==> config.mk <==
export PLATFORM = sky130hd
export DESIGN_NAME = tmds_dec
export DESIGN_NICKNAME = d
export VERILOG_FILES = /design/src/rtl/tmds_pkg.sv /design/src/rtl/tmds_word_dec.sv /design/src/rtl/tmds_dec.sv
export SDC_FILE = /design/constraint.sdc
export NUM_CORES = 1
export LEC_CHECK = 0
export BUFFER_PORTS_ARGS = -buffer_cell sky130_fd_sc_hd__buf_2
export CORE_MARGIN = 1
export CORE_UTILIZATION = 60
export DETAILED_ROUTE_END_ITERATION = 16
export GPL_TIMING_DRIVEN = 0
export PLACE_DENSITY_LB_ADDON = 0.25
export SYNTH_ARGS = -nofsm -noshare
export SYNTH_HDL_FRONTEND = slang
export SYNTH_SLANG_ARGS = --single-unit
==> constraint.sdc <==
create_clock -name clk_i -period 5.8 [get_ports clk_i]
set_clock_uncertainty 0.1 [all_clocks]
set_input_delay 0.87 -clock clk_i [delete_from_list [all_inputs] [get_ports clk_i]]
set_output_delay 0.87 -clock clk_i [all_outputs]
set_load 0.005 [all_outputs]
==> src/rtl/tmds_pkg.sv <==
// rtl/tmds_pkg.sv - shared TMDS control-token constants, token lookup and decoder state type
package tmds_pkg;

    localparam logic [9:0] TOKEN_00 = 10'b1101010100;
    localparam logic [9:0] TOKEN_01 = 10'b0010101011;
    localparam logic [9:0] TOKEN_10 = 10'b0101010100;
    localparam logic [9:0] TOKEN_11 = 10'b1010101011;

    typedef enum logic {
        SEARCH = 1'b0,
        LOCKED = 1'b1
    } state_t;

    typedef struct packed {
        logic       is_token;
        logic [1:0] ctrl;
    } token_info_t;

    function automatic token_info_t token_lookup(input logic [9:0] word);
        token_info_t info;
        info.is_token = 1'b1;
        info.ctrl     = 2'b00;
        case (word)
            TOKEN_00: info.ctrl = 2'b00;
            TOKEN_01: info.ctrl = 2'b01;
            TOKEN_10: info.ctrl = 2'b10;
            TOKEN_11: info.ctrl = 2'b11;
            default:  info.is_token = 1'b0;
        endcase
        return info;
    endfunction

endpackage

==> src/rtl/tmds_word_dec.sv <==
// rtl/tmds_word_dec.sv - combinational decode of one aligned 10-bit TMDS word
module tmds_word_dec
    import tmds_pkg::*;
(
    input  logic [9:0] word,
    output logic       is_token,
    output logic [1:0] ctrl,
    output logic [7:0] data
);

    token_info_t info;
    logic [7:0]  q;

    // Non-token words always decode arithmetically, even if they are not legal 8b/10b symbols.
    always_comb begin
        info     = token_lookup(word);
        is_token = info.is_token;
        ctrl     = info.ctrl;
        q        = word[9] ? ~word[7:0] : word[7:0];
        data     = 8'h00;
        data[0]  = q[0];
        for (int i = 1; i < 8; i++) begin
            data[i] = word[8] ? (q[i] ^ q[i-1]) : ~(q[i] ^ q[i-1]);
        end
    end

endmodule

==> src/rtl/tmds_dec.sv <==
// rtl/tmds_dec.sv - TMDS channel decoder with bit-slip word alignment and lock monitoring
module tmds_dec
    import tmds_pkg::*;
#(
    parameter int CTRL_RUN      = 8,
    parameter int SEARCH_WINDOW = 2048,
    parameter int LOSS_TIMEOUT  = 4096
) (
    input  logic       clk_i,
    input  logic       rst_n_i,
    input  logic [9:0] tmds_word_i,
    output logic [7:0] data_o,
    output logic       de_o,
    output logic [1:0] ctrl_o,
    output logic       locked_o,
    output logic [3:0] offset_o
);

    localparam int RUN_W  = $clog2(CTRL_RUN) + 1;
    localparam int WIN_W  = $clog2(SEARCH_WINDOW) + 1;
    localparam int LOSS_W = $clog2(LOSS_TIMEOUT) + 1;

    state_t            state, state_next;
    logic [9:0]        prev_word;
    logic [9:0]        stage1;
    logic [19:0]       window;
    logic [19:0]       shifted;
    logic [9:0]        aligned;
    logic [3:0]        offset, offset_next;
    logic [RUN_W-1:0]  run_cnt, run_next;
    logic [WIN_W-1:0]  win_cnt, win_next;
    logic [LOSS_W-1:0] loss_cnt, loss_next;

    logic              s1_tok;
    logic [1:0]        s1_ctrl;
    logic [7:0]        s1_data;
    logic              run_done;
    logic              win_done;
    logic              loss_done;

    // The older word occupies the low half, so offset k starts k bits into the previous word.
    assign window  = {tmds_word_i, prev_word};
    assign shifted = window >> offset;
    assign aligned = shifted[9:0];

    always_ff @(posedge clk_i or negedge rst_n_i) begin
        if (!rst_n_i) begin
            prev_word <= '0;
            stage1    <= '0;
        end else begin
            prev_word <= tmds_word_i;
            stage1    <= aligned;
        end
    end

    tmds_word_dec u_word_dec (
        .word     (stage1),
        .is_token (s1_tok),
        .ctrl     (s1_ctrl),
        .data     (s1_data)
    );

    assign run_done  = s1_tok && (run_cnt == RUN_W'(CTRL_RUN - 1));
    assign win_done  = (win_cnt == WIN_W'(SEARCH_WINDOW - 1));
    assign loss_done = !s1_tok && (loss_cnt == LOSS_W'(LOSS_TIMEOUT - 1));

    always_ff @(posedge clk_i or negedge rst_n_i) begin
        if (!rst_n_i) begin
            state    <= SEARCH;
            offset   <= '0;
            run_cnt  <= '0;
            win_cnt  <= '0;
            loss_cnt <= '0;
        end else begin
            state    <= state_next;
            offset   <= offset_next;
            run_cnt  <= run_next;
            win_cnt  <= win_next;
            loss_cnt <= loss_next;
        end
    end

    always_comb begin
        state_next = state;
        case (state)
            SEARCH:  if (run_done)  state_next = LOCKED;
            LOCKED:  if (loss_done) state_next = SEARCH;
            default: state_next = SEARCH;
        endcase
    end

    // A run completing on the window's last cycle takes priority over the bit slide.
    always_comb begin
        offset_next = offset;
        run_next    = '0;
        win_next    = '0;
        loss_next   = '0;
        case (state)
            SEARCH: begin
                if (run_done) begin
                    run_next = '0;
                    win_next = '0;
                end else if (win_done) begin
                    offset_next = (offset == 4'd9) ? 4'd0 : offset + 4'd1;
                end else begin
                    run_next = s1_tok ? run_cnt + RUN_W'(1) : '0;
                    win_next = win_cnt + WIN_W'(1);
                end
            end
            LOCKED: begin
                if (s1_tok || loss_done) begin
                    loss_next = '0;
                end else begin
                    loss_next = loss_cnt + LOSS_W'(1);
                end
            end
            default: offset_next = offset;
        endcase
    end

    always_ff @(posedge clk_i or negedge rst_n_i) begin
        if (!rst_n_i) begin
            data_o <= '0;
            de_o   <= 1'b0;
            ctrl_o <= '0;
        end else if (state == LOCKED) begin
            if (s1_tok) begin
                data_o <= '0;
                de_o   <= 1'b0;
                ctrl_o <= s1_ctrl;
            end else begin
                data_o <= s1_data;
                de_o   <= 1'b1;
            end
        end else begin
            data_o <= '0;
            de_o   <= 1'b0;
        end
    end

    assign locked_o = (state == LOCKED);
    assign offset_o = offset;

endmodule

* Word level (Yosys, flattened, before mapping)
Index checks and enable logic that the tools add are counted. W data, S select, Z words.
Storage, ports and cells: input bits 12, word-level logic and storage cells 74, flip-flop bits (word level) 65
Cells by class: multiplexer cells 27, equality and inequality tests 8, $add $sub $neg 4, bitwise logic cells 17, reductions and logical operators 7, shift-type cells 1
Operators with widths (count):
- $mux W12 | 3
- $mux W13 | 2
- $mux W8 | 3
- $eq A10 B10 Y1 const B | 2
- $mux W4 | 5
- $shr A20 B4 Y10 | 1
- $add A13 B1 Y13 const B | 1
- $eq A13 B12 Y1 const B | 1
- $add A12 B1 Y12 const B | 1
- $eq A12 B11 Y1 const B | 1
- $mux W1 | 12
- $eq A10 B8 Y1 const B | 1
- $eq A10 B9 Y1 const B | 1
- $not A1 Y1 | 9
- $add A4 B1 Y4 const B | 2
- $not A8 Y8 | 1
- $xor A1 B1 Y1 | 7
- $pmux W2 S3 | 1
- $eq A4 B3 Y1 const B | 1
- $eq A4 B4 Y1 const B | 1
- $reduce_or A4 Y1 | 1
- $reduce_and A3 Y1 | 1
- $logic_and A1 B1 Y1 | 2
- $pmux W1 S2 | 1
- 3 further kinds | 3

* Longest topological paths before layout
Gate-level depths: netlist of run 1.
depth in word-level cells 8, depth in mapped cells 8, depth with buffers taken out 7

* By module
From an unflattened synthesis of run 1, not the netlist that was laid out.
Second synthesis, totals: cells, all modules 307, area total of the unflattened synthesis 3355.7 um^2
Modules (own cells, without submodules):
- tmds_dec | seq. area each 1626.6 um^2, times used 1, cells each 282, area each 3139.3 um^2
- tmds_word_dec | seq. area each 0.0 um^2, times used 1, cells each 25, area each 216.5 um^2

* Least setup slack after synthesis of run 1
No wires, ideal clock.
kind input -> register, start point input port tmds_word_i[6], end point register stage1[1], setup time 0.138 ns, stages 4, required time 5.562 ns, arrival time 1.717 ns, path slack 3.845 ns, path buffers 0, path through mux2_2 > nor2_1 > a21oi_1 > mux4_2
Between the ends: word-level cells in the longest chain between the ends 1
Ends and longest elaborated chain:
- start: declaration | line tmds_dec.sv:11 | input logic [9:0] tmds_word_i,
- $shr A20 B4 Y10 | line tmds_dec.sv:43 | assign shifted = window >> offset;
- via shifted[1] | line tmds_dec.sv:27 | logic [19:0] shifted;
- end signal: assignment | line tmds_dec.sv:52 | stage1 <= aligned;
- end: declaration | line tmds_dec.sv:25 | logic [9:0] stage1;
The timed path passes the listed nets, and every way through them passes these cells. A chain may end at the register's enable or synchronous reset.

* Worst setup path after layout of run 1
start point register stage1[1], end point register run_cnt[2]
Between the ends: word-level cells in the longest chain between the ends 7, elaborated cells between the ends (all ways) 11, classes of those cells eq/ne (4); mux (5); reduce/logical (2)
Ends and longest elaborated chain:
- $eq A10 B10 Y1 (tied with other cells) | line tmds_pkg.sv:23 | case (word)
- $reduce_or A4 Y1 (no line) (*)
- $mux W1 (*) | line tmds_pkg.sv:23
- $mux W4 | line tmds_dec.sv:106 | run_next = s1_tok ? run_cnt + RUN_W'(1) : '0;
- $mux W4 | line tmds_dec.sv:103 | end else if (win_done) begin
- $mux W4 (*) | line tmds_dec.sv:100 | if (run_done) begin
- $mux W4 (*) | line tmds_dec.sv:98 | case (state)
- via run_next[2] | line tmds_dec.sv:30 | logic [RUN_W-1:0] run_cnt, run_next;
- end signal: assignment | line tmds_dec.sv:77 | run_cnt <= run_next;
- end: declaration | line tmds_dec.sv:30
Mark *: on every way through the listed nets, which the timed path passes. The rest lies on a longest branch.

==> results of run 1 <==
==> through the flow <==
step,area [µm²],hold slack [ps]
3_3_place_gp,3630,366
5_1_grt,3850,402
6_report,3850,378
2_1_floorplan,3410,344
3_5_place_dp,3630,368
4_1_cts,3850,379
==> worst max-delay path, stage by stage (launching register included) <==
cell,delay [ps]
dfrtp_1,420
inv_1,90
ha_1,140
and4b_1,220
nand3_1,190
a211oi_4,440
or3_4,220
buf_6,150
nor3_2,50
==> final timing paths <==
check / cells past startpoint / slack [ps] / startpoint / end
min in group asynchronous: 1 / 500 / rst_n_i / loss_cnt[7]$_DFF_PN0_
worst min-delay path: 1 / 380 / win_cnt[0]$_DFF_PN0_ / win_cnt[0]$_DFF_PN0_
worst max register to register: 8 / 3630 / stage1[1]$_DFF_PN0_ / run_cnt[2]$_DFF_PN0_
worst min register to register: 1 / 380 / win_cnt[0]$_DFF_PN0_ / win_cnt[0]$_DFF_PN0_
max in group asynchronous: 1 / 4580 / rst_n_i / data_o[3]$_DFF_PN0_
worst max-delay path: 8 / 3630 / stage1[1]$_DFF_PN0_ / run_cnt[2]$_DFF_PN0_
==> logic make-up (layout without fill, tap and decap cells) <==
logic type,Yosys count,count (layout)
AOI/OAI and AO/OA,30,30
xor gates and xnor gates,34,34
adders and majority gates,9,9
buffers and inverters,29,72
DFF,65,65
muxes,28,28
and+or+nand+nor,115,115
==> power by group <==
part           leakage [nW]  internal (mW)  switching [mW]  total [mW]
Sequential            0.842          0.460         0.00686       0.467
Combinational         0.831         0.0229          0.0286      0.0515
Clock                0.0991          0.244           0.182       0.426
==> layout by cell type (no fill, tap or decap), types with 3 or more instances in the layout <==
| master | instances |
|---|---|
| clkinvlp_4 | 3 |
| nand4_1 | 3 |
| mux2_2 | 5 |
| xor2_1 | 14 |
| o21ai_0 | 5 |
| nand3_1 | 13 |
| clkbuf_8 | 9 |
| clkbuf_1 | 7 |
| inv_1 | 13 |
| buf_4 | 3 |
| ha_1 | 9 |
| nor3_1 | 5 |
| nand3b_1 | 3 |
| mux2i_1 | 12 |
| a211oi_1 | 3 |
| and3_1 | 6 |
| mux4_2 | 11 |
| xnor2_1 | 20 |
| nor2_1 | 53 |
| dfrtp_1 | 65 |
| nand2_1 | 10 |
| a21oi_1 | 10 |
| buf_2 | 30 |
==> sequential cells by signal, indices dropped and copies added (netlist names) <==
signal and count:
win_cnt 12, data_o 8, stage1 10, ctrl_o 2
loss_cnt 13, de_o 1, prev_word 10, locked_o 1
offset_o 4, run_cnt 4
==> final cells by class <==
cell class	instances	area, µm²	area share, %
Multi-Input combinational cell	216	1640	42.6
Sequential cell	65	1630	42.2
Timing Repair Buffer	27	138	3.57
Clock buffer	10	128	3.31
Clock inverter	6	91.3	2.37
Tap cell	72	90.1	2.34
Buffer	14	80.1	2.08
Inverter	15	56.3	1.46
==> metal layers <==
metal  track usage [%]  vias up
met1              32.5     1167
met3              5.18       14
met4              11.1        0
li1                  -     1154
met5                 0        -
met2              38.9       85
==> summary.md, run 1 <==
| Metric | Value |
|---|---|
| Outcome | finished clean |
| DRC | 0 |
| Core Area | ~5500 µm² |
| RSZ-0062 raised after global routing | false |
| DRT iter0 DRCs | roughly 110 |
| Clk Latency, worst-skew pair | 340 ps |
| Minimum clock period | around 2200 ps |
| GR Overflow Total | 0 |
| Syn Nets | 331 |
| Share of layout cells above drive strength 1 | 21.8% |
| Setup bufs post-CTS | 0 |
| Fin Setup TNS | 0 ps |
| Clock buffer depth | 2 |
| Relative slew slack | 48.3% |
| Cts repair resizes | 0 |
| Yosys top cell area share | 47.8% |
| Largest net degree at the start of global routing | 66 |
| Max Cap Viol | 0 |
| Initial Util | roughly 62% |
| Post-Syn Instances | 310 |
| Diodes inserted | 0 |
| CP startpoint kind | flip-flop |
| Compound-Gate Fraction of Synth Area | about 6.0% |
| Die span in y | slightly below 80 µm |
| Overall Power | 0.944 mW |
| Syn_area_per_cell | around 11 µm² |
| Routed WL per cell | 15.2 µm |
| Via/cell ratio | approximately 5.7 |
| Clk pin slew, worst setup/hold paths | approximately 80 ps |
| Clock Tree Root | clkbuf_8 |
| Main combinational cell family by area after synthesis | simple AND/OR/NAND/NOR gates |
| Max VDD drop | 0.000177 V |
| Row count | 27 |
| Filler cells | 423 |
| Top Layer Used | met4 |
| Most area-consuming cells after synthesis | dfrtp_1 48%, mux4_2 7.3%, nor2_1 5.8% |
| FFs w/ async S/R, synth | 100% |
| TritonCTS clock tree | done |
| Die Area | 5980 µm² |
| Htree depth | 3 |
| Die X | roughly 77 µm |
| DRT Pass-1 Iters | 4 |
| Max frequency | between 400 and 500 MHz |
| Synth cell count leaders | 65 x dfrtp_1, 53 x nor2_1, 20 x xnor2_1 |
| DRT met1 WL | 2.89 mm |
| Gr usage total | between 20 and 25% |
| Post-synth cell types | between 40 and 50 |
| Worst slack, placed | between 3000 and 4000 ps |
| Antenna Nets Post-Route | 0 |
| Max Fanout on Critical Path | 10 |
| Final Setup Violations | 0 |
| DP Cell Count | approximately 410 |
| Mux cell area share after synthesis | roughly 12% |
| Slew Viols, Final | 0 |
| Initial antenna violation count | 0 |
| Setup WS post-layout | between 3000 and 4000 ps |
| Met3 Wirelength | 366 µm |
| Sequential area share after synthesis | 47.8% |
| Worst slew pin tran | approximately 780 ps |
| Number of global-route vias before repair | between 2000 and 2500 |
| HPWL after DPL | about 4.5 mm |
| CP required | between 5000 and 6000 ps |
| Post-Synth Adder-Cell Area | under 10% |
| Mapped cell area | between 3000 and 4000 µm² |
| Cell Pwr Density | about 250 nW/µm² |
| WL final | roughly 6.5 mm |
| Leakage | about 1.8 nW |
| Hold WC Path Type | reg -> reg |
| Non-Filler Instances | between 400 and 500 |
| #FFs+latches synth | 65 |
| CP Class | reg -> reg |
| Tcrit/Tclk final | 37.4% |
| I/O Buffers | 27 |
| Synth Area in Simple Gates | roughly 18% |
| I/O Pins | 28 |
| Prevailing post-synth register cell | dfrtp_1 |
| TritonCTS Buffers | 9 |
| EDFF count, synth | 0 |
| Post-Synth XOR/XNOR Area | around 9% |
| Synth Warn # | 0 |
| Synth area leader | dfrtp_1 |
| Via Count | 2420 |
| DR WL met2 | about 3 mm |
| P&R area growth vs syn | 13.1% |
| Top-count cell post-synth | dfrtp_1 |
| # clock sinks | between 60 and 70 |
| Fin util | a little over two thirds |
| First-pass GRT wire length | around 11 mm |
| Critical path capture point type | flip-flop |
| Arrival time at the worst endpoint | ~2300 ps |
| Fin. Hold Viols | 0 |
| Number of nets in the layout | ~370 |
| Hold-fix buffers at CTS | 0 |
| Routability congestion estimate | between 0.9 and 1 |
(Power assumes the default switching activity.)
==> run 2, diff against run 1 <==
Clock period 5.8 ns to 2.11 ns, I/O delays scaled along.
==> summary.md, run 2 (same netlist as run 1, synthesis figures left out) <==
| Metric | Value |
|---|---|
| First-pass GRT wire length | 11.3 mm (+0.80%) |
| I/O Buffers | 27 (unchanged) |
| Tcrit/Tclk final | 96.0% (+59 points) |
| Die X | 77.3 µm (unchanged) |
| Row count | 27 (unchanged) |
| GR Util met2 | 39.6% (+0.62 points) |
| DRC | 0 (unchanged) |
| Slowest stage delay, CP | 490 ps (+50 ps) |
| Clk Latency, worst-skew pair | 340 ps (about the same) |
| CP cell instances | buf_2 > buf_4 > mux2i_1 > mux2i_1 > mux4_2 |
| Antenna Nets Post-Route | 0 (unchanged) |
| Slowest cell on crit path | mux4_2 |
| Max frequency | 494 MHz (+7.1%) |
| Reg with most FFs | loss_cnt |
| DRT iter0 DRCs | 120 (+11%) |
| GR Overflow Total | 0 (unchanged) |
| Leakage | 1.81 nW (+2.4%) |
| Largest net degree at the start of global routing | 66 (unchanged) |
| DRT Pass-1 Iters | 4 (unchanged) |
| Htree depth | 3 (unchanged) |
| Routed WL per cell | 15.2 µm (-0.41%) |
| Final Setup Violations | 0 (unchanged) |
| Max Fanout on Critical Path | 10 (unchanged) |
| Initial Util | 62.2% (unchanged) |
| WP buf/inv | 2 (unchanged) |
| Worst slew pin tran | 779 ps (+3.84 ps) |
| Core Area | 5470 µm² (unchanged) |
| Fin. Hold Viols | 65 (+65) |
| Clock Tree Root | clkbuf_8 |
| # clock sinks | 65 (unchanged) |
| Die Area | 5980 µm² (unchanged) |
| Busiest grt layer | met2 |
| Routability congestion estimate | 0.948 (unchanged) |
| Met3 Use GR | 5.18% (unchanged) |
| Setup WS post-layout | 85.1 ps (-3550 ps) |
| Failing checks | hold timing |
| CP Class | reg -> reg |
| Max reg flops | 13 (unchanged) |
| GRT met1 Usage | 32.5% (unchanged) |
| Commonest non-fill, non-tap cell in the layout | dfrtp_1 |
| Max Cap Viol | 0 (unchanged) |
| Clk pin slew, worst setup/hold paths | 80 ps (about the same) |
| Number of global-route vias before repair | 2435 (+1.5%) |
| Max VDD drop | 0.000495 V (+180%) |
| Arrival time at the worst endpoint | 2130 ps (-150 ps) |
| Minimum clock period | 2020 ps (-144 ps) |
| Most common cell on crit path | mux2i_1 |
| Critical path capture point type | flip-flop |
| HPWL after DPL | 4.46 mm (unchanged) |
| Hold WC Path Type | in -> async |
| Most frequent cells in the layout | 65 x dfrtp_1, 53 x nor2_1, 29 x buf_2 |
| Worst slack, placed | 19.4 ps (-3540 ps) |
| Hold Slack | -56.2 ps (-434 ps) |
| Via/cell ratio | 5.65 (-0.71%) |
| WL final | 6.57 mm (+1.5%) |
| Share of layout cells above drive strength 1 | 23.0% (+1.2 points) |
| CP required | 2220 ps (-3690 ps) |
| Slew Viols, Final | 0 (unchanged) |
| Initial antenna violation count | 0 (unchanged) |
| Filler cells | 410 (-3.1%) |
| TritonCTS clock tree | done |
| Overall Power | 2.61 mW (+180%) |
| Gr usage total | 24.7% (+0.18 points) |
| Crit-path leading delay family | multiplexers |
| CP startpoint kind | flip-flop |
| Clock buffer depth | 2 (unchanged) |
| Die span in y | 77.3 µm (unchanged) |
| Relative slew slack | 48.0% (-0.26 points) |
| Diodes inserted | 0 (unchanged) |
| Top Registers | loss_cnt x13, win_cnt x12 |
| TritonCTS Buffers | 9 (unchanged) |
| Number of nets in the layout | 377 (+2.2%) |
| Outcome | complete, but fails checks |
| Cell Pwr Density | 662 nW/µm² (+170%) |
| I/O Pins | 28 (unchanged) |
| Via Count | 2448 (+1.2%) |
| P&R area growth vs syn | 15.7% |
## run 2: cell types whose count changed in the layout (fill, tap and decap cells not counted)
cell	before	now
buf_4	3	8
dlygate4sd3_1	0	5
buf_2	30	29
clkbuf_1	7	6
mux2i_1	12	11
mux2i_2	0	1
nand3_1	13	12
nand3_2	1	2
## run 2: repair_timing
item                                    CTS  global route
gates resized for setup                   0             4
hold buffers                              5             0
endpoints found under the setup margin    8            32
buffers inserted                          0             4
endpoints found under the hold margin     5             0
pin swaps                                 1             4
gates cloned                              0             0
## run 2: cell type report
cell class	instances	area, µm²	area share (%)
Sequential cell	65	1630	41.3
Timing Repair Buffer	36	218	5.53
Clock buffer	10	128	3.24
Multi-Input combinational cell	216	1650	41.9
Tap cell	72	90.1	2.29
Inverter	15	56.3	1.43
Buffer	13	78.8	2.00
Clock inverter	6	91.3	2.32
## run 2: layer usage
layer	wire length, µm	share of wire [%]
met1	2880	44
met2	3170	48
met3	378	5.8
met4	136	2.1
met5	0	0
## run 2: path summary, 6_finish.rpt
kind	startpoint	slack (ps)	cells after the start	to
setup / recovery	offset_o[1]$_DFFE_PN0P_	90	5	stage1[4]$_DFF_PN0_
hold / removal	rst_n_i	-60	1	loss_cnt[7]$_DFF_PN0_
setup reg to reg	offset_o[1]$_DFFE_PN0P_	90	5	stage1[4]$_DFF_PN0_
hold reg to reg	win_cnt[0]$_DFF_PN0_	380	1	win_cnt[0]$_DFF_PN0_
max in group asynchronous	rst_n_i	1450	1	data_o[3]$_DFF_PN0_
min in group clk_i	tmds_word_i[1]	30	1	prev_word[1]$_DFF_PN0_
## run 2: report_power, final
group          switching [mW]  internal [mW]  total (mW)
registers              0.0175           1.26        1.28
clock network           0.504          0.669        1.17
logic                  0.0828         0.0720       0.155
total                   0.604           2.01        2.61
## run 2: stage by stage
stage | utilization (%) | TNS [ps] | hold WS (ps) | instance area [µm²] | instances
2_1_floorplan | - | 0 | -79.1 | 3410 | 310
3_3_place_gp | 66.3 | 0 | 350 | 3630 | 409
3_5_place_dp | 66.3 | 0 | 354 | 3630 | 409
4_1_cts | 71.3 | 0 | 9.45 | 3900 | 430
5_1_grt | 72.0 | -5.07 | 20.9 | 3940 | 433
6_report | 72.0 | 0 | -56.2 | 3940 | 433
## run 2: worst register-to-register path, stage by stage (launching register included)
cell	delay [ps]
dfrtp_1	340
buf_2	250
buf_4	240
mux2i_1	310
mux2i_1	160
mux4_2	490
==> run 3, diff against run 2 <==
Settings changed: CELL_PAD_IN_SITES_DETAIL_PLACEMENT set to 0, CELL_PAD_IN_SITES_GLOBAL_PLACEMENT set to 1, CORE_UTILIZATION 60 to 51, CTS_BUF_LIST set to sky130_fd_sc_hd__clkbuf_8 sky130_fd_sc_hd__clkbuf_16.
Clock period 2.11 ns to 2.6 ns, I/O delays scaled along.
==> summary.md, run 3 (same netlist as run 1, synthesis figures left out) <==
| Metric | Value |
|---|---|
| Outcome | finished clean |
| FF-to-FF Start | stage1[0]$_DFF_PN0_ |
| Max Cap Viol | 0 (unchanged) |
| Die span in y | 83.7 µm (+8.2%) |
| Slew Viols, Final | 0 (unchanged) |
| Clk Latency, worst-skew pair | 330 ps (about the same) |
| CP required | 2700 ps (+480 ps) |
| GR Overflow Total | 0 (unchanged) |
| Arrival time at the worst endpoint | 2250 ps (+120 ps) |
| Most frequent cells in the layout | 65 x dfrtp_1, 53 x nor2_1, 30 x buf_2 |
| Max reg flops | 13 (unchanged) |
| Htree depth | 3 (unchanged) |
| TritonCTS clock tree | done |
| Clock buffer depth | 2 (unchanged) |
| Initial Util | 53.3% (-8.9 points) |
| HPWL after DPL | 4.41 mm (-1.1%) |
| Fin. Hold Viols | 0 (-100%) |
| Setup WS post-layout | 450 ps (+365 ps) |
| Minimum clock period | 2150 ps (+125 ps) |
| Tcrit/Tclk final | 82.7% (-13 points) |
| CP Class | reg -> reg |
| Hold WC Path Type | in -> async |
| Largest net degree at the start of global routing | 66 (unchanged) |
| RSZ-0062 raised after global routing | false |
| Reg with most FFs | loss_cnt |
| Number of nets in the layout | 369 (-2.1%) |
| Max Fanout on Critical Path | 10 (unchanged) |
| Core Area | 6390 µm² (+17%) |
| Worst slack, placed | 478 ps (+459 ps) |
| Routed WL per cell | 14.6 µm (-3.7%) |
| Routability congestion estimate | 0.895 (-5.6%) |
| P&R area growth vs syn | 11.6% |
| Clk pin slew, worst setup/hold paths | 80 ps (about the same) |
| CP startpoint kind | flip-flop |
| Setup bufs post-CTS | 0 (unchanged) |
| Gr usage total | 19.8% (-4.9 points) |
| Initial antenna violation count | 0 (unchanged) |
| Commonest non-fill, non-tap cell in the layout | dfrtp_1 |
| I/O Pins | 28 (unchanged) |
| Diodes inserted | 0 (unchanged) |
| Fin Setup TNS | 0 ps (unchanged) |
| Clock Tree Root | clkbuf_8 |
| Max VDD drop | 0.000283 V (-43%) |
| Via Count | 2351 (-4.0%) |
| Worst R2R End | run_cnt[2]$_DFF_PN0_ |
| Cell Pwr Density | 492 nW/µm² (-26%) |
| # clock sinks | 65 (unchanged) |
| I/O Buffers | 27 (unchanged) |
| DRC | 0 (unchanged) |
| Hold-fix buffers at CTS | 0 (-5) |
| Number of global-route vias before repair | 2218 (-8.9%) |
| Relative slew slack | 48.9% (+0.82 points) |
| Cts repair resizes | 0 (unchanged) |
| Share of layout cells above drive strength 1 | 21.9% (-1.1 points) |
| Critical path capture point type | flip-flop |
| Die Area | 7010 µm² (+17%) |
| DRT Pass-1 Iters | 4 (unchanged) |
| Worst R2R Setup Slack | 450 ps (+370 ps) |
| Row count | 29 (+7.4%) |
| DRT iter0 DRCs | 104 (-13%) |
| WL final | 6.27 mm (-4.6%) |
| Final Setup Violations | 0 (unchanged) |
| Worst slew pin tran | 767 ps (-12.2 ps) |
| Reg2reg path depth | 8 (+3) |
| TritonCTS Buffers | 9 (unchanged) |
| Die X | 83.7 µm (+8.2%) |
| Antenna Nets Post-Route | 0 (unchanged) |
| Via/cell ratio | 5.48 (-3.1%) |
| First-pass GRT wire length | 10.9 mm (-4.0%) |
| Overall Power | 1.87 mW (-28%) |
| Leakage | 1.76 nW (-3.1%) |
| Top Registers | loss_cnt x13, win_cnt x12 |
| Max frequency | 465 MHz (-5.8%) |
-- run 3: power by group --
group / switching (mW) / total [mW] / internal [mW]
Sequential: 0.0138 / 1.04 / 1.03
Clock: 0.383 / 0.718 / 0.335
Combinational: 0.0616 / 0.113 / 0.0509
-- run 3: final cells by class --
cell class	instances	area (µm²)
Buffer	14	80.1
Clock buffer	9	124
Clock inverter	6	36.3
Fill cell	562	2590
Inverter	15	56.3
Multi-Input combinational cell	216	1640
Sequential cell	65	1630
Tap cell	77	96.3
Timing Repair Buffer	27	138
-- run 3: metrics by stage --
stage / util, % / instances / hold WS, ps / instance area, µm²
after floorplan: - / 310 / -5.59 / 3410
after global routing: 59.5 / 429 / 68.2 / 3800
after CTS: 59.5 / 429 / 66.8 / 3800
final: 59.5 / 429 / 37.2 / 3800
after global placement: 57.0 / 414 / 367 / 3640
after detailed placement: 57.0 / 414 / 367 / 3640
-- run 3: how the worst max path moves through the flow --
stage | startpoint | to | slack (ps) | cells past startpoint
2_1_floorplan | win_cnt[0]$_DFF_PN0_ | offset_o[3]$_DFFE_PN0P_ | 720 | 6
4_1_cts | stage1[0]$_DFF_PN0_ | run_cnt[2]$_DFF_PN0_ | 450 | 8
3_5_place_dp | stage1[0]$_DFF_PN0_ | run_cnt[2]$_DFF_PN0_ | 480 | 8
5_1_grt | stage1[1]$_DFF_PN0_ | run_cnt[2]$_DFF_PN0_ | 260 | 8
3_3_place_gp | offset_o[1]$_DFFE_PN0P_ | stage1[4]$_DFF_PN0_ | 520 | 5
6_report | stage1[0]$_DFF_PN0_ | run_cnt[2]$_DFF_PN0_ | 450 | 8
-- run 3: layer usage --
metal / track usage, % / up-vias / routed length [µm]
met4: 7.40 / 0 / 55
met5: 0 / - / 0
met3: 4.15 / 4 / 321
met2: 29.2 / 67 / 2860
li1: - / 1145 / -
met1: 29.0 / 1135 / 3030
-- run 3: critical path, cell delays in order (launching register included) --
cell,delay [ps]
dfrtp_1,410
inv_1,70
ha_1,150
and4b_1,220
nand3_1,200
a211oi_4,460
or3_4,220
buf_6,140
nor3_2,50
